## src/rtl/vend_panel_arbiter_if.sv

```systemverilog
// Panel-to-core session bus: per-panel requests and strobes in, owner grant and
// forwarded strobes out toward the vending core.
interface vend_panel_arbiter_if #(
    parameter int unsigned NUM_PANELS = 4,
    parameter int unsigned COIN_W     = 2,
    parameter int unsigned SEL_W      = 2
);
    localparam int unsigned OwnerW = $clog2(NUM_PANELS);

    logic [NUM_PANELS-1:0]        req;
    logic [NUM_PANELS-1:0]        panel_coin_valid;
    logic [NUM_PANELS*COIN_W-1:0] panel_coin;
    logic [NUM_PANELS-1:0]        panel_sel_valid;
    logic [NUM_PANELS*SEL_W-1:0]  panel_sel;
    logic                         core_done;

    logic [NUM_PANELS-1:0]        gnt;
    logic [OwnerW-1:0]            owner;
    logic                         core_coin_valid;
    logic [COIN_W-1:0]            core_coin;
    logic                         core_sel_valid;
    logic [SEL_W-1:0]             core_sel;
    logic                         abort;

    // Panels and core side.
    modport master (
        output req, panel_coin_valid, panel_coin, panel_sel_valid, panel_sel, core_done,
        input  gnt, owner, core_coin_valid, core_coin, core_sel_valid, core_sel, abort
    );

    // Arbiter side.
    modport slave (
        input  req, panel_coin_valid, panel_coin, panel_sel_valid, panel_sel, core_done,
        output gnt, owner, core_coin_valid, core_coin, core_sel_valid, core_sel, abort
    );
endinterface

```

## src/rtl/vend_panel_arbiter.sv

```systemverilog
// Round-robin session arbiter: grants one front panel exclusive use of the vending core
// and forwards only that panel's coin/selection strobes, registered.
module vend_panel_arbiter #(
    parameter int unsigned NUM_PANELS = 4,
    parameter int unsigned COIN_W     = 2,
    parameter int unsigned SEL_W      = 2,
    parameter int unsigned TIMEOUT    = 255
) (
    input logic                 clk_i,
    input logic                 rst_ni,
    vend_panel_arbiter_if.slave bus_io
);

    localparam int unsigned OwnerW = $clog2(NUM_PANELS);
    localparam int unsigned TimerW = $clog2(TIMEOUT);
    localparam logic [TimerW-1:0]     TimerMax = TimerW'(TIMEOUT - 1);
    localparam logic [NUM_PANELS-1:0] GntOne   = NUM_PANELS'(1);

    typedef enum logic [1:0] {StIdle, StActive, StDrain, StRelease} state_e;

    state_e              state_q;
    logic [NUM_PANELS-1:0] gnt_q;
    logic [OwnerW-1:0]   owner_q;
    logic [OwnerW-1:0]   last_owner_q;
    logic [TimerW-1:0]   timer_q;
    logic                core_coin_valid_q;
    logic [COIN_W-1:0]   core_coin_q;
    logic                core_sel_valid_q;
    logic [SEL_W-1:0]    core_sel_q;
    logic                abort_q;

    function automatic logic [OwnerW-1:0] wrap_idx(input logic [OwnerW-1:0] base,
                                                   input int unsigned step);
        return OwnerW'((32'(base) + step) % NUM_PANELS);
    endfunction

    // First requester after the last owner, wrapping.
    logic              pick_found;
    logic [OwnerW-1:0] pick_idx;
    always_comb begin
        pick_found = 1'b0;
        pick_idx   = '0;
        for (int unsigned i = 1; i <= NUM_PANELS; i++) begin
            if (!pick_found && bus_io.req[wrap_idx(last_owner_q, i)]) begin
                pick_found = 1'b1;
                pick_idx   = wrap_idx(last_owner_q, i);
            end
        end
    end

    logic              own_req;
    logic              own_coin_valid;
    logic [COIN_W-1:0] own_coin;
    logic              own_sel_valid;
    logic [SEL_W-1:0]  own_sel;
    always_comb begin
        own_req        = 1'b0;
        own_coin_valid = 1'b0;
        own_coin       = '0;
        own_sel_valid  = 1'b0;
        own_sel        = '0;
        for (int unsigned i = 0; i < NUM_PANELS; i++) begin
            if (OwnerW'(i) == owner_q) begin
                own_req        = bus_io.req[i];
                own_coin_valid = bus_io.panel_coin_valid[i];
                own_coin       = bus_io.panel_coin[i*COIN_W +: COIN_W];
                own_sel_valid  = bus_io.panel_sel_valid[i];
                own_sel        = bus_io.panel_sel[i*SEL_W +: SEL_W];
            end
        end
    end

    always_ff @(posedge clk_i or negedge rst_ni) begin
        if (!rst_ni) begin
            state_q           <= StIdle;
            gnt_q             <= '0;
            owner_q           <= '0;
            last_owner_q      <= OwnerW'(NUM_PANELS - 1);
            timer_q           <= '0;
            core_coin_valid_q <= 1'b0;
            core_coin_q       <= '0;
            core_sel_valid_q  <= 1'b0;
            core_sel_q        <= '0;
            abort_q           <= 1'b0;
        end else begin
            core_coin_valid_q <= 1'b0;
            core_coin_q       <= '0;
            core_sel_valid_q  <= 1'b0;
            core_sel_q        <= '0;
            abort_q           <= 1'b0;
            case (state_q)
                StIdle: begin
                    if (pick_found) begin
                        gnt_q   <= GntOne << pick_idx;
                        owner_q <= pick_idx;
                        timer_q <= '0;
                        state_q <= StActive;
                    end
                end
                StActive: begin
                    // Completion outranks withdrawal/timeout; strobes in either cycle are dropped.
                    if (bus_io.core_done) begin
                        gnt_q   <= '0;
                        state_q <= StRelease;
                    end else if (!own_req || timer_q == TimerMax) begin
                        abort_q <= 1'b1;
                        state_q <= StDrain;
                    end else begin
                        core_coin_valid_q <= own_coin_valid;
                        core_coin_q       <= own_coin_valid ? own_coin : '0;
                        core_sel_valid_q  <= own_sel_valid;
                        core_sel_q        <= own_sel_valid ? own_sel : '0;
                        timer_q <= (own_coin_valid || own_sel_valid) ? '0
                                                                     : timer_q + TimerW'(1);
                    end
                end
                StDrain: begin
                    if (bus_io.core_done) begin
                        gnt_q   <= '0;
                        state_q <= StRelease;
                    end
                end
                StRelease: begin
                    last_owner_q <= owner_q;
                    state_q      <= StIdle;
                end
                default: state_q <= StIdle;
            endcase
        end
    end

    assign bus_io.gnt             = gnt_q;
    assign bus_io.owner           = owner_q;
    assign bus_io.core_coin_valid = core_coin_valid_q;
    assign bus_io.core_coin       = core_coin_q;
    assign bus_io.core_sel_valid  = core_sel_valid_q;
    assign bus_io.core_sel        = core_sel_q;
    assign bus_io.abort           = abort_q;

endmodule

```

## src/flat_wrapper.sv

```systemverilog
// flat-port wrapper written by rule: the top's interface ports become plain ports
module vend_panel_arbiter_flat 
#(
    parameter int unsigned NUM_PANELS = 4,
    parameter int unsigned COIN_W     = 2,
    parameter int unsigned SEL_W      = 2,
    parameter int unsigned TIMEOUT    = 255
)
  (clk_i, rst_ni, bus_io_req, bus_io_panel_coin_valid, bus_io_panel_coin, bus_io_panel_sel_valid, bus_io_panel_sel, bus_io_core_done, bus_io_gnt, bus_io_owner, bus_io_core_coin_valid, bus_io_core_coin, bus_io_core_sel_valid, bus_io_core_sel, bus_io_abort);
  vend_panel_arbiter_if #(.NUM_PANELS(NUM_PANELS), .COIN_W(COIN_W), .SEL_W(SEL_W)) bus_io_i ();
  input logic clk_i;
  input logic rst_ni;
  input wire logic [$bits(bus_io_i.req)-1:0] bus_io_req;
  input wire logic [$bits(bus_io_i.panel_coin_valid)-1:0] bus_io_panel_coin_valid;
  input wire logic [$bits(bus_io_i.panel_coin)-1:0] bus_io_panel_coin;
  input wire logic [$bits(bus_io_i.panel_sel_valid)-1:0] bus_io_panel_sel_valid;
  input wire logic [$bits(bus_io_i.panel_sel)-1:0] bus_io_panel_sel;
  input wire logic [$bits(bus_io_i.core_done)-1:0] bus_io_core_done;
  output wire logic [$bits(bus_io_i.gnt)-1:0] bus_io_gnt;
  output wire logic [$bits(bus_io_i.owner)-1:0] bus_io_owner;
  output wire logic [$bits(bus_io_i.core_coin_valid)-1:0] bus_io_core_coin_valid;
  output wire logic [$bits(bus_io_i.core_coin)-1:0] bus_io_core_coin;
  output wire logic [$bits(bus_io_i.core_sel_valid)-1:0] bus_io_core_sel_valid;
  output wire logic [$bits(bus_io_i.core_sel)-1:0] bus_io_core_sel;
  output wire logic [$bits(bus_io_i.abort)-1:0] bus_io_abort;
  assign bus_io_i.req = bus_io_req;
  assign bus_io_i.panel_coin_valid = bus_io_panel_coin_valid;
  assign bus_io_i.panel_coin = bus_io_panel_coin;
  assign bus_io_i.panel_sel_valid = bus_io_panel_sel_valid;
  assign bus_io_i.panel_sel = bus_io_panel_sel;
  assign bus_io_i.core_done = bus_io_core_done;
  assign bus_io_gnt = bus_io_i.gnt;
  assign bus_io_owner = bus_io_i.owner;
  assign bus_io_core_coin_valid = bus_io_i.core_coin_valid;
  assign bus_io_core_coin = bus_io_i.core_coin;
  assign bus_io_core_sel_valid = bus_io_i.core_sel_valid;
  assign bus_io_core_sel = bus_io_i.core_sel;
  assign bus_io_abort = bus_io_i.abort;
  vend_panel_arbiter #(.NUM_PANELS(NUM_PANELS), .COIN_W(COIN_W), .SEL_W(SEL_W), .TIMEOUT(TIMEOUT)) u_core (.clk_i(clk_i), .rst_ni(rst_ni), .bus_io(bus_io_i));
endmodule
```

## config.mk

```make
export PLATFORM = sky130hd
export DESIGN_NAME = vend_panel_arbiter_flat
export DESIGN_NICKNAME = d
export VERILOG_FILES = /design/src/rtl/vend_panel_arbiter_if.sv /design/src/rtl/vend_panel_arbiter.sv /design/src/flat_wrapper.sv
export SDC_FILE = /design/constraint.sdc
export NUM_CORES = 1
export LEC_CHECK = 0
export ABC_AREA = 1
export CAP_MARGIN = 30
export CORE_AREA = 8 8 70 72
export CTS_CLUSTER_DIAMETER = 120
export DETAILED_ROUTE_END_ITERATION = 10
export DIE_AREA = 0 0 78 80
export GPL_TIMING_DRIVEN = 0
export PLACE_DENSITY = 0.78
export SETUP_SLACK_MARGIN = 0.4
export SYNTH_ARGS = -nofsm -noshare
export SYNTH_HDL_FRONTEND = slang
export SYNTH_SLANG_ARGS = --single-unit
```

## constraint.sdc

```tcl
create_clock -name clk_i -period 2.28 [get_ports clk_i]
set_input_delay 0.456 -clock clk_i [delete_from_list [all_inputs] [get_ports clk_i]]
set_output_delay 0.456 -clock clk_i [all_outputs]
set_load 0.005 [all_outputs]
```

==> results of run 1 <==
routing by layer:
layer  GRT usage  up-vias  wire, um
met1       0.194      984      2430
met4      0.0426        0       183
met2       0.274       84      2760
met3      0.0315       18       452
li1            -      984         -
met5           0        -         0
stage by stage:
stage	util	setup WS, ps	cells	hold slack [ps]
after floorplan	-	505	257	160
after CTS	0.656	393	370	497
after global placement	0.599	77.9	350	467
after global routing	0.720	258	378	524
final	0.720	366	378	493
after detailed placement	0.603	46.6	351	465
state kept, by name, summed over array words and instances (netlist names):
signal	cells
u_core.bus_io.abort	1
u_core.bus_io.core_coin	2
u_core.bus_io.core_coin_valid	1
u_core.bus_io.core_sel	2
u_core.bus_io.core_sel_valid	1
u_core.bus_io.gnt	4
u_core.bus_io.owner	2
u_core.last_owner_q	2
u_core.state_q	2
u_core.timer_q	8
logic make-up (layout without fill, tap and decap cells):
group / Yosys count / after routing
buffers and inverters: 29 / 100
AOI/OAI and AO/OA: 30 / 30
adders and majority gates: 6 / 6
xor gates and xnor gates: 3 / 3
and+or+nand+nor: 164 / 164
DFF: 25 / 25
what timing repair did:
action,in CTS,in global routing
gates cloned,1,0
pin swaps,9,19
gates resized for setup,12,48
endpoints found under the setup margin,11,20
setup buffers,14,8
final timing paths:
kind | start | to | slack (ps) | depth (start not counted)
worst max register to register | u_core.last_owner_q[0]$_DFFE_PN1N_ | u_core.bus_io.gnt[1]$_DFFE_PN0P_ | 370 | 13
worst min-delay path | u_core.bus_io.gnt[1]$_DFFE_PN0P_ | u_core.bus_io.gnt[1]$_DFFE_PN0P_ | 490 | 2
worst max-delay path | u_core.last_owner_q[0]$_DFFE_PN1N_ | u_core.bus_io.gnt[1]$_DFFE_PN0P_ | 370 | 13
min in group asynchronous | rst_ni | u_core.bus_io.gnt[0]$_DFFE_PN0P_ | 550 | 1
worst min register to register | u_core.bus_io.gnt[1]$_DFFE_PN0P_ | u_core.bus_io.gnt[1]$_DFFE_PN0P_ | 490 | 2
max in group asynchronous | rst_ni | u_core.last_owner_q[1]$_DFFE_PN1N_ | 1160 | 2
cell usage in the layout, fill, tap and decap left out, drive strengths merged, types with 19 or more instances in the layout:
master / netlist / layout
dfrtp: 23 / 23
buf: 5 / 29
nand3: 37 / 37
inv: 24 / 24
clkdlybuf4s50: 0 / 41
nand2: 90 / 90
nor2: 22 / 22
o21ai: 19 / 19
power by group through the flow:
stage / combinational [W] / sequential (W) / clock (W)
final: 0.00233 / 0.000623 / 0.000269
after global routing: 0.00252 / 0.000630 / 0.000295
after CTS: 0.00182 / 0.000615 / 0.000272
after detailed placement: 0.00155 / 0.000620 / 0
after global placement: 0.00153 / 0.000617 / 0
after floorplan: 0.00113 / 0.000615 / 0
critical path, delay by kind of cell, from the launching register on:
family | cells | cell delay (ps)
buffers and inverters | 3 | 330
DFF | 1 | 540
and+or+nand+nor | 10 | 920
cell type report:
cell class	instances	area, um2	area share
flip-flops and latches	25	628	0.226
inverters	24	100	0.0361
plain buffers	5	47.5	0.0171
clock buffers	4	45.0	0.0162
multi-input cells	203	1260	0.454
repair buffers	67	632	0.228
well taps	50	62.6	0.0225
==> reports/qor.yml, run 1 <==
setup_path:
  end_kind: "flip-flop"
  cp-start-kind: "flip-flop"
  cpPeakStageDelay_ps: 540
  cpMostUsedCell: "nand2_4"
  critPathKind: "reg2reg"
  crit_fanout: 8
  critPathRequiredTime_ps: 2440
  cpMaxStageDelayCell: "dfstp_2"
  worstPathArrival_ps: 2080
  cp_cell_sequence: "buf_8, inv_8, nand2_4, nand2_4, nand2_4, nand2_4, nor2_8, buf_4, nand3_1, nor2_2, nor2_4, nand3_1, nand2_1"
timing:
  finClkSkew_ps: 4.44
  min_period_ps: 1910
  relSlewSlack: 0.616
  fin_setup_tns_ps: 0
  worstMarginPinSlew_ps: 575
  finalHoldViolCount: 0
  period_share: 0.839
  slew_violations: 0
  max_freq_mhz: 523
  setup_violations: 0
  rsz0062_at_grt: "yes"
cts:
  ctsHoldBuffers: 0
  clk_latency_ps: 270
  cts_buffer_depth: 2
  cts_sinks: 25
  cts_tree: "done"
  htree_levels: 1
  cts_root_buf: "clkbuf_8"
  cts.reportedPaths.clkPinSlew_ps: 90
  cts_inserted_buffers: 3
floorplanning:
  dieArea_um2: 6240
  io_pins: 44
  coreArea_um2: 3860
  num_rows: 23
  die_h_um: 80
  start_util: 0.471
  die_w_um: 78
placement:
  portBuffers: 43
  dp_hpwl_um: 3500
  routabilityCongestion: 0.860
  placed_cell_area_um2: 2320
synthesis:
  synth_compound_area_frac: 0.0992
  synth.yosys.seq_area_share: 0.346
  synthFlopType: "dfrtp_1"
  synth.cell_area_um2: 1820
  yosys-top-cells-count: "76 x nand2_1, 37 x nand3_1, 23 x dfrtp_1"
  synth-xor-area-share: 0.0145
  synth_fa_ha_area_frac: 0.0414
  synth-seq-cells: 25
  muxShareOfSynthArea: 0
  yosys.area.top_type_share: 0.317
  synth_nets: 294
  postSynthCellCount: 257
  synth_top_area_cell: "dfrtp_1"
  synth-async-reset-ratio: 1.00
  synth_warnings: 0
  avgSynthCellArea_um2: 7.06
  synth_top_family_by_area: "simple AND/OR/NAND/NOR gates"
  ys_types: 31
  yosys.area_share.simple: 0.422
  synth-edff-count: 0
  yosys-top-cells-area: "dfrtp_1 32%, nand2_1 16%, nand3_1 10%"
  yosysMostFrequentCell: "nand2_1"
global_routing:
  gr-total-overflow: 0
  antenna_found_initial: 0
  grt_max_degree: 15
  grt_use_total: 0.158
  grt_pass1_vias: 1845
  grt_pass1_wl_um: 8160
cells_and_area:
  n_antenna_cell: 0
  n_fill_cell: 276
  nets: 366
  drive_gt1_frac: 0.290
  fin_area_um2: 2780
  area_delta_synth_final_pct: 52.9
power_and_ir_drop:
  p_clk_frac: 0.083
  power_leakage_nw: 1.33
  peakVddDrop_mv: 0.786
  seq_power_share: 0.193
  switching_power_w: 0.00158
  combPwrFrac: 0.723
  switching_share: 0.490
  power_w: 0.00322
  power_density_nw_per_um2: 1160
  p_int_w: 0.00164
drt:
  drc: 0
  vias: 2070
  drtIter0Drc: 118
  routedWlPerCell_um: 15.4
  viasPerCell: 5.48
  ant_nets: 0
  dr.pass1.iters: 4
  routed_wl_um: 5830
run_status:
  status: "complete, no violations"
run:
  cap_violations: 0
min_path:
  hold_path.class: "reg2reg"
(Power assumes the default switching activity.)
==> inputs of run 2 (changes only) <==
==> constraint.sdc (replaced) <==
create_clock -name clk_i -period 2 [get_ports clk_i]
set_input_delay 0.4 -clock clk_i [delete_from_list [all_inputs] [get_ports clk_i]]
set_output_delay 0.4 -clock clk_i [all_outputs]
set_load 0.005 [all_outputs]
==> reports/qor.yml, run 2 (same netlist as run 1, synthesis figures left out) <==
cts:
  cts_inserted_buffers: 3  # unchanged
  clk_latency_ps: 260  # was 270 ps
  htree_levels: 1  # unchanged
  cts_buffer_depth: 2  # unchanged
  cts_root_buf: "clkbuf_8"  # unchanged
  cts_tree: "done"  # unchanged
  cts.reportedPaths.clkPinSlew_ps: 80  # was 90 ps
  cts_sinks: 25  # unchanged
  ctsHoldBuffers: 0  # unchanged
floorplanning:
  dieArea_um2: 6240  # unchanged
  io_pins: 44  # unchanged
  start_util: 0.471  # unchanged
  num_rows: 23  # unchanged
  die_w_um: 78  # unchanged
  die_h_um: 80  # unchanged
  coreArea_um2: 3860  # unchanged
placement:
  dp_hpwl_um: 3460  # was 3500 um
  routabilityCongestion: 0.872  # was 0.860
  placed_cell_area_um2: 2350  # was 2320 um2
  portBuffers: 43  # unchanged
timing:
  fin_setup_tns_ps: 0  # unchanged
  min_period_ps: 1860  # was 1910 ps
  relSlewSlack: 0.619  # was 0.616
  rsz0062_at_grt: "yes"  # unchanged
  max_freq_mhz: 536  # was 523 MHz
  slew_violations: 0  # unchanged
  whs_ps: 490  # was 493 ps
  finClkSkew_ps: 1.89  # was 4.44 ps
  finalHoldViolCount: 0  # unchanged
  period_share: 0.932  # was 0.839
  worstMarginPinSlew_ps: 570  # was 575 ps
  setup_violations: 0  # unchanged
drt:
  routedWlPerCell_um: 14.8  # was 15.4 um
  vias: 2009  # was 2070
  ant_nets: 0  # unchanged
  dr.pass1.iters: 4  # unchanged
  drc: 0  # unchanged
  drtIter0Drc: 139  # was 118
  viasPerCell: 5.36  # was 5.48
  routed_wl_um: 5530  # was 5830 um
cells_and_area:
  fin_area_um2: 2830  # was 2780 um2
  top_register: "u_core.timer_q"  # unchanged
  nets: 363  # was 366
  post-route-util: 0.733  # was 0.720
  n_antenna_cell: 0  # unchanged
  n_fill_cell: 303  # was 276
  area_delta_synth_final_pct: 55.7  # was 52.9%
  final_cell_mix: "66 x nand2_1, 39 x clkdlybuf4s50_1, 22 x nand3_1"  # was 66 x nand2_1, 41 x clkdlybuf4s50_1, 26 x nand3_1
  drive_gt1_frac: 0.311  # was 0.290
  final_common_cell: "nand2_1"  # unchanged
  largest_reg_flops: 8  # unchanged
setup_path:
  cp-start-kind: "flip-flop"  # unchanged
  worstPathArrival_ps: 2030  # was 2080 ps
  cpMostUsedCell: "nand2_2"  # was nand2_4
  cpPeakStageDelay_ps: 540  # about the same
  crit_fanout: 5  # was 8
  crit_family: "simple AND/OR/NAND/NOR gates"  # unchanged
  r2r_cells: 11  # was 13
  end_kind: "flip-flop"  # unchanged
  critPathRequiredTime_ps: 2160  # was 2440 ps
  cpMaxStageDelayCell: "dfstp_2"  # unchanged
  cp_cell_sequence: "buf_8, buf_12, nand2_2, nand2_4, nand2_2, o21ai_4, nand3b_4, or2_4, buf_6, nand3_2, nand2_1"  # was buf_8, inv_8, nand2_4, nand2_4, nand2_4, nand2_4, nor2_8, buf_4, nand3_1, nor2_2, nor2_4, nand3_1, nand2_1
  path_buf_inv: 3  # unchanged
  path_depth: 11  # was 13
  critPathKind: "reg2reg"  # unchanged
min_path:
  hold_path.class: "in2async"  # was reg2reg
run:
  cap_violations: 0  # unchanged
global_routing:
  grt_use_total: 0.166  # was 0.158
  grt_max_degree: 15  # unchanged
  grt_pass1_wl_um: 8570  # was 8160 um
  gr-total-overflow: 0  # unchanged
  antenna_found_initial: 0  # unchanged
  grt_pass1_vias: 1886  # was 1845
power_and_ir_drop:
  power_density_nw_per_um2: 1300  # was 1160 nW/um2
  power_w: 0.00368  # was 0.00322 W
  peakVddDrop_mv: 0.976  # was 0.786 mV
  power_leakage_nw: 1.33  # about the same
run_status:
  status: "complete, no violations"  # unchanged
## run 2: cell count changes in the layout (fill, tap and decap cells not counted), moves of 2 or more
cell / before / now
buf_4: 21 / 17
nand3_1: 26 / 22
nor2_4: 3 / 7
nand3_2: 11 / 14
nor2_1: 16 / 13
nor3_1: 3 / 6
nor3_2: 3 / 0
buf_2: 2 / 0
clkdlybuf4s50_1: 41 / 39
dfrtp_1: 23 / 21
dfrtp_2: 0 / 2
inv_1: 18 / 16
inv_2: 4 / 6
## run 2: area by class of cell
class | instances | area (um2) | share of cell area
Multi-Input combinational cell | 203 | 1310 | 0.463
Sequential cell | 25 | 631 | 0.223
Tap cell | 50 | 62.6 | 0.0221
Buffer | 5 | 56.3 | 0.0199
Inverter | 24 | 100 | 0.0354
Timing Repair Buffer | 64 | 623 | 0.220
Clock buffer | 4 | 45.0 | 0.0159
## run 2: worst paths after layout
path                                                     from                                 end  slack [ps]
hold / removal                                         rst_ni       u_core.timer_q[1]$_DFFE_PN0P_         490
hold reg to reg              u_core.bus_io.gnt[0]$_DFFE_PN0P_    u_core.bus_io.gnt[0]$_DFFE_PN0P_         490
min in group clk_i           u_core.bus_io.gnt[0]$_DFFE_PN0P_    u_core.bus_io.gnt[0]$_DFFE_PN0P_         490
setup / recovery           u_core.last_owner_q[0]$_DFFE_PN1N_       u_core.timer_q[7]$_DFFE_PN0P_         140
setup reg to reg           u_core.last_owner_q[0]$_DFFE_PN1N_       u_core.timer_q[7]$_DFFE_PN0P_         140
max in group asynchronous                              rst_ni  u_core.last_owner_q[0]$_DFFE_PN1N_         930
## run 2: metrics by stage
step,instances,setup slack [ps]
after global placement,350,-165
after global routing,375,8.10
after detailed placement,351,-182
final,375,136
after CTS,368,114
after floorplan,257,229
## run 2: repair_timing
| item | in CTS | in global routing |
|---|---|---|
| gates resized for setup | 29 | 48 |
| cloned | 1 | 0 |
| buffers inserted | 12 | 7 |
| endpoints found under the setup margin | 22 | 22 |
| pin swaps | 18 | 12 |
| hold endpoints to repair | 0 | 0 |
## run 2: worst reg2reg max path: cells and delay by family (launching register included)
kind                   cells  cell delay [ps]
DFF                        1              540
and+or+nand+nor            7              740
AOI/OAI and AO/OA          1              100
buffers and inverters      3              390
## run 2: where the power goes
group | internal (W) | switching, W | leakage (nW)
clock | 0.000142 | 0.000155 | 0.0228
combinational | 0.00111 | 0.00156 | 0.980
sequential | 0.000625 | 0.0000844 | 0.331
total | 0.00188 | 0.00180 | 1.33
## run 2: routing by layer
metal  vias up  routed length (um)  global-route usage
met5         -                   0                   0
met4         0                  46              0.0426
met3         6                 297              0.0349
met2        67                2750               0.283
met1       959                2440               0.208
li1        977                   -                   -
==> inputs of run 3 (changes only) <==
--- a/config.mk
+++ b/config.mk
@@ -7,12 +7,12 @@
 export LEC_CHECK = 0
 export ABC_AREA = 1
 export CAP_MARGIN = 30
-export CORE_AREA = 8 8 70 72
+export CORE_AREA = 8 8 73 75
 export CTS_CLUSTER_DIAMETER = 120
 export DETAILED_ROUTE_END_ITERATION = 10
-export DIE_AREA = 0 0 78 80
+export DIE_AREA = 0 0 81 83
 export GPL_TIMING_DRIVEN = 0
-export PLACE_DENSITY = 0.78
+export PLACE_DENSITY = 0.75
 export SETUP_SLACK_MARGIN = 0.4
 export SYNTH_ARGS = -nofsm -noshare
 export SYNTH_HDL_FRONTEND = slang
==> constraint.sdc (replaced) <==
create_clock -name clk_i -period 1.6 [get_ports clk_i]
set_input_delay 0.32 -clock clk_i [delete_from_list [all_inputs] [get_ports clk_i]]
set_output_delay 0.32 -clock clk_i [all_outputs]
set_load 0.005 [all_outputs]
==> reports/qor.yml, run 3 (same netlist as run 1, synthesis figures left out) <==
cts:
  cts_sinks: 25  # unchanged
  ctsHoldBuffers: 0  # unchanged
  clk_latency_ps: 270  # was 260 ps
  htree_levels: 1  # unchanged
  cts_inserted_buffers: 3  # unchanged
  cts.reportedPaths.clkPinSlew_ps: 90  # was 80 ps
  cts_buffer_depth: 2  # unchanged
  cts_root_buf: "clkbuf_8"  # unchanged
  cts_tree: "done"  # unchanged
cells_and_area:
  top_register: "u_core.timer_q"  # unchanged
  fin_area_um2: 3030  # was 2830 um2
  largest_reg_flops: 8  # unchanged
  final_common_cell: "nand2_1"  # unchanged
  n_fill_cell: 298  # was 303
  nets: 384  # was 363
  area_delta_synth_final_pct: 67.1  # was 55.7%
  final_cell_mix: "66 x nand2_1, 33 x buf_4, 29 x clkdlybuf4s50_1"  # was 66 x nand2_1, 39 x clkdlybuf4s50_1, 22 x nand3_1
  drive_gt1_frac: 0.408  # was 0.311
  n_antenna_cell: 0  # unchanged
drt:
  drc: 0  # unchanged
  drtIter0Drc: 141  # was 139
  routed_wl_um: 6160  # was 5530 um
  vias: 2155  # was 2009
  dr.pass1.iters: 4  # unchanged
  viasPerCell: 5.41  # was 5.36
  routedWlPerCell_um: 15.5  # was 14.8 um
  ant_nets: 0  # unchanged
timing:
  period_share: 1.16  # was 0.932
  slew_violations: 0  # unchanged
  relSlewSlack: 0.605  # was 0.619
  fin_setup_tns_ps: -3810  # was 0 ps
  max_freq_mhz: 538  # was 536 MHz
  fin_ws_ps: -259  # was 136 ps
  finalHoldViolCount: 0  # unchanged
  setup_violations: 17  # was 0
  worstMarginPinSlew_ps: 590  # was 570 ps
  finClkSkew_ps: 2.51  # was 1.89 ps
  min_period_ps: 1860  # about the same
  rsz0062_at_grt: "yes"  # unchanged
global_routing:
  gr-total-overflow: 0  # unchanged
  use_met1: 0.203  # was 0.208
  use_met3: 0.0269  # was 0.0349
  grt_use_total: 0.161  # was 0.166
  grt_pass1_vias: 1998  # was 1886
  top_usage_layer: "met2"  # unchanged
  antenna_found_initial: 0  # unchanged
  grt_max_degree: 15  # unchanged
  grt_pass1_wl_um: 9000  # was 8570 um
  met2_usage: 0.272  # was 0.283
setup_path:
  end_kind: "flip-flop"  # unchanged
  timing.rr.start: "u_core.last_owner_q[0]$_DFFE_PN1N_"  # unchanged
  cp-start-kind: "flip-flop"  # unchanged
  r2r-end: "u_core.timer_q[7]$_DFFE_PN0P_"  # unchanged
  critPathRequiredTime_ps: 1770  # was 2160 ps
  worstPathArrival_ps: 2030  # about the same
  r2r_cells: 12  # was 11
  crit_fanout: 8  # was 5
  critPathKind: "reg2reg"  # unchanged
  r2r_setup_slack_ps: -260  # was 140 ps
placement:
  dp_hpwl_um: 3580  # was 3460 um
  placed_cell_area_um2: 2370  # was 2350 um2
  portBuffers: 43  # unchanged
  routabilityCongestion: 0.843  # was 0.872
  preCtsSetupSlack_ps: -508  # was -182 ps
run:
  cap_violations: 0  # unchanged
floorplanning:
  num_rows: 24  # was 23
  die_w_um: 81  # was 78 um
  start_util: 0.432  # was 0.471
  io_pins: 44  # unchanged
  coreArea_um2: 4200  # was 3860 um2
  dieArea_um2: 6720  # was 6240 um2
  die_h_um: 83  # was 80 um
power_and_ir_drop:
  power_leakage_nw: 1.47  # was 1.33 nW
  peakVddDrop_mv: 1.10  # was 0.976 mV
  power_density_nw_per_um2: 1630  # was 1300 nW/um2
  power_w: 0.00493  # was 0.00368 W
run_status:
  violations: "setup timing"
  status: "finished, violations left"  # was complete, no violations
min_path:
  hold_path.class: "in2async"  # unchanged
## run 3: area by class of cell
class                   count  area [um2]  area share
multi-input cells         203        1360       0.450
repair buffers             85         762       0.251
flip-flops and latches     25         631       0.208
inverters                  24         103      0.0338
well taps                  52        65.1      0.0215
plain buffers               5        63.8      0.0210
clock buffers               4        45.0      0.0149
## run 3: report_power, final
group	leakage (nW)	switching, W	total, W	internal [W]
Clock	0.0228	0.000215	0.000394	0.000179
Sequential	0.331	0.000116	0.000898	0.000781
Combinational	1.12	0.00204	0.00364	0.00161
## run 3: worst max path at each step
stage | start | end | slack [ps] | cells after the start
4_1_cts | u_core.last_owner_q[0]$_DFFE_PN1N_ | u_core.timer_q[7]$_DFFE_PN0P_ | -290 | 12
2_1_floorplan | u_core.last_owner_q[0]$_DFFE_PN1N_ | u_core.timer_q[7]$_DFFE_PN0P_ | -170 | 12
6_report | u_core.last_owner_q[0]$_DFFE_PN1N_ | u_core.timer_q[7]$_DFFE_PN0P_ | -260 | 12
3_5_place_dp | bus_io_req[2] | u_core.timer_q[7]$_DFFE_PN0P_ | -510 | 10
3_3_place_gp | bus_io_req[2] | u_core.timer_q[7]$_DFFE_PN0P_ | -480 | 10
5_1_grt | u_core.last_owner_q[0]$_DFFE_PN1N_ | u_core.bus_io.gnt[0]$_DFFE_PN0P_ | -340 | 10
## run 3: metrics by stage
stage,utilization,instances,hold WS [ps]
2_1_floorplan,-,257,24.4
3_3_place_gp,0.561,352,473
3_5_place_dp,0.565,353,469
4_1_cts,0.648,381,442
5_1_grt,0.721,398,461
6_report,0.721,398,414
## run 3: timing repair
item                                    4_1_cts  5_1_grt
gates resized for setup                      75       53
endpoints found under the hold margin         0        0
endpoints found under the setup margin       36       29
pin swaps                                    18       15
buffers inserted                             23       17
cloned                                        1        0
## run 3: critical path, stage by stage, from the launching register on
cell and delay (ps):
dfstp_2 550, buf_8 130, inv_8 60, nand2_4 70, nand2_4 60, nand2_4 80
nand2_4 60, nor2_8 120, nand3b_4 80, or2_4 280, buf_6 150, nand3_2 60
nand2_1 50
## run 3: metal layers
layer,wire [um],up-vias
met1,2580,1036
li1,-,1020
met2,3000,80
met4,155,0
met3,420,19
met5,0,-
==> RTL change (flow settings as in run 3) <==
`TIMEOUT` is set to 255 in 2 places; all go to 510.
--- a/src/rtl/vend_panel_arbiter.sv
+++ b/src/rtl/vend_panel_arbiter.sv
@@ -4,7 +4,7 @@
     parameter int unsigned NUM_PANELS = 4,
     parameter int unsigned COIN_W     = 2,
     parameter int unsigned SEL_W      = 2,
-    parameter int unsigned TIMEOUT    = 255
+    parameter int unsigned TIMEOUT    = 510
 ) (
     input logic                 clk_i,
     input logic                 rst_ni,
--- a/src/flat_wrapper.sv
+++ b/src/flat_wrapper.sv
@@ -4,7 +4,7 @@
     parameter int unsigned NUM_PANELS = 4,
     parameter int unsigned COIN_W     = 2,
     parameter int unsigned SEL_W      = 2,
-    parameter int unsigned TIMEOUT    = 255
+    parameter int unsigned TIMEOUT    = 510
 )
   (clk_i, rst_ni, bus_io_req, bus_io_panel_coin_valid, bus_io_panel_coin, bus_io_panel_sel_valid, bus_io_panel_sel, bus_io_core_done, bus_io_gnt, bus_io_owner, bus_io_core_coin_valid, bus_io_core_coin, bus_io_core_sel_valid, bus_io_core_sel, bus_io_abort);
   vend_panel_arbiter_if #(.NUM_PANELS(NUM_PANELS), .COIN_W(COIN_W), .SEL_W(SEL_W)) bus_io_i ();
Check against the original RTL: same outputs for any inputs over 4 cycles, from zero or initial values and one cycle with rst_ni low; that may be too few to reach the edited logic, so the function may still have changed.
==> RTL change against run 3 <==
The flow still finishes with violations (negative setup slack). Largest cell class unchanged. Synthesized area rose by 4.2%. Non-clock buffer count fell by 10. Clock power fell by 4%. Routed wire length fell by 17%. Worst hold slack got worse by 0.012 ns. Power fell by 6.1%. Sequential cell count rose by 1. Critical endpoint unchanged. Final area fell by 6.4%. Sequential share of layout area rose by 2.3 points. Setup slack improved by 0.13 ns.
==> RTL change: results (changes against run 3) <==
Outcome
  • Status: finished, violations left (unchanged)
  • Failing checks: negative setup slack (unchanged)

Placed design
  • GPL Wtd Cong: 0.829 (was 0.843)
  • DPL Wire Length: 3610 um (was 3580 um)
  • Dpl cells: 357 (was 353)

Global route
  • Largest net degree at the start of global routing: 16 (was 15)
  • Vias in the first global route: 1866 (was 1998)

Detailed routing
  • DR iter-0 viols: 73 (was 141)

Worst setup path
  • Crit path DAT: 1.89 ns (was 2.03 ns)
  • CP max stage delay: 0.53 ns (was 0.55 ns)

Pwr
  • Max VDD drop: 1030 uV (was 1100 uV)
  • Sw Share: 46.1% (was 48.0%)
  • Clk pwr: 380 uW (was 394 uW)
  • Static leakage: 1.37 nW (was 1.47 nW)

Clocking
  • Post-CTS sizing: 57 (was 75)

Timing
  • Setup ws final: -0.124 ns (was -0.259 ns)
  • Final setup vio count: 17 (unchanged)
  • Fin Clk Skew: 0.0112 ns (was 0.00251 ns)
  • Worst hold slack: 0.402 ns (was 0.414 ns)

Final layout
  • Fillers: 351 (was 298)
  • Post-layout net count: 377 (was 384)
  • Largest register FFs: 9 (was 8)

Synthesis
  • Largest cells by area after synthesis: dfrtp_1 32%, nand2_1 16%, nand3_1 6.1% (was dfrtp_1 32%, nand2_1 16%, nand3_1 10%)
  • Sequential area share after synthesis: 34.5% (was 34.6%)
  • Net Count, Synth: 298 (was 294)
  • Complex-gate fraction of the synthesized area: 10.8% (was 9.92%)
  • Post-Synthesis Cells: 261 (was 257)
RTL change: cell count changes in the layout (fill, tap and decap cells not counted), moves of 4 or more:
| cell | delta |
|---|---|
| o21ai_2 | +4 |
| xor2_1 | +5 |
| nand2_2 | +13 |
| buf_4 | -7 |
| nand2_4 | -7 |
| nor3_1 | -4 |
| nor2_1 | +9 |
| nand3_2 | -10 |
RTL change: per-layer routing:
metal	up-vias	GRT usage, %	share of wire, %
met3	6	3.45	7.2
met2	61	24.4	50
li1	988	-	-
met5	-	0	0
met1	893	18.2	42
met4	0	2.76	0.74
RTL change: area by class of cell:
| cell class | instances | area, um^2 | share of cell area (%) |
|---|---|---|---|
| Buffer | 6 | 76.3 | 2.69 |
| Clock buffer | 4 | 45.0 | 1.59 |
| Inverter | 26 | 113 | 3.96 |
| Multi-Input combinational cell | 203 | 1220 | 43.0 |
| Sequential cell | 26 | 656 | 23.1 |
| Tap cell | 52 | 65.1 | 2.29 |
| Timing Repair Buffer | 74 | 663 | 23.3 |
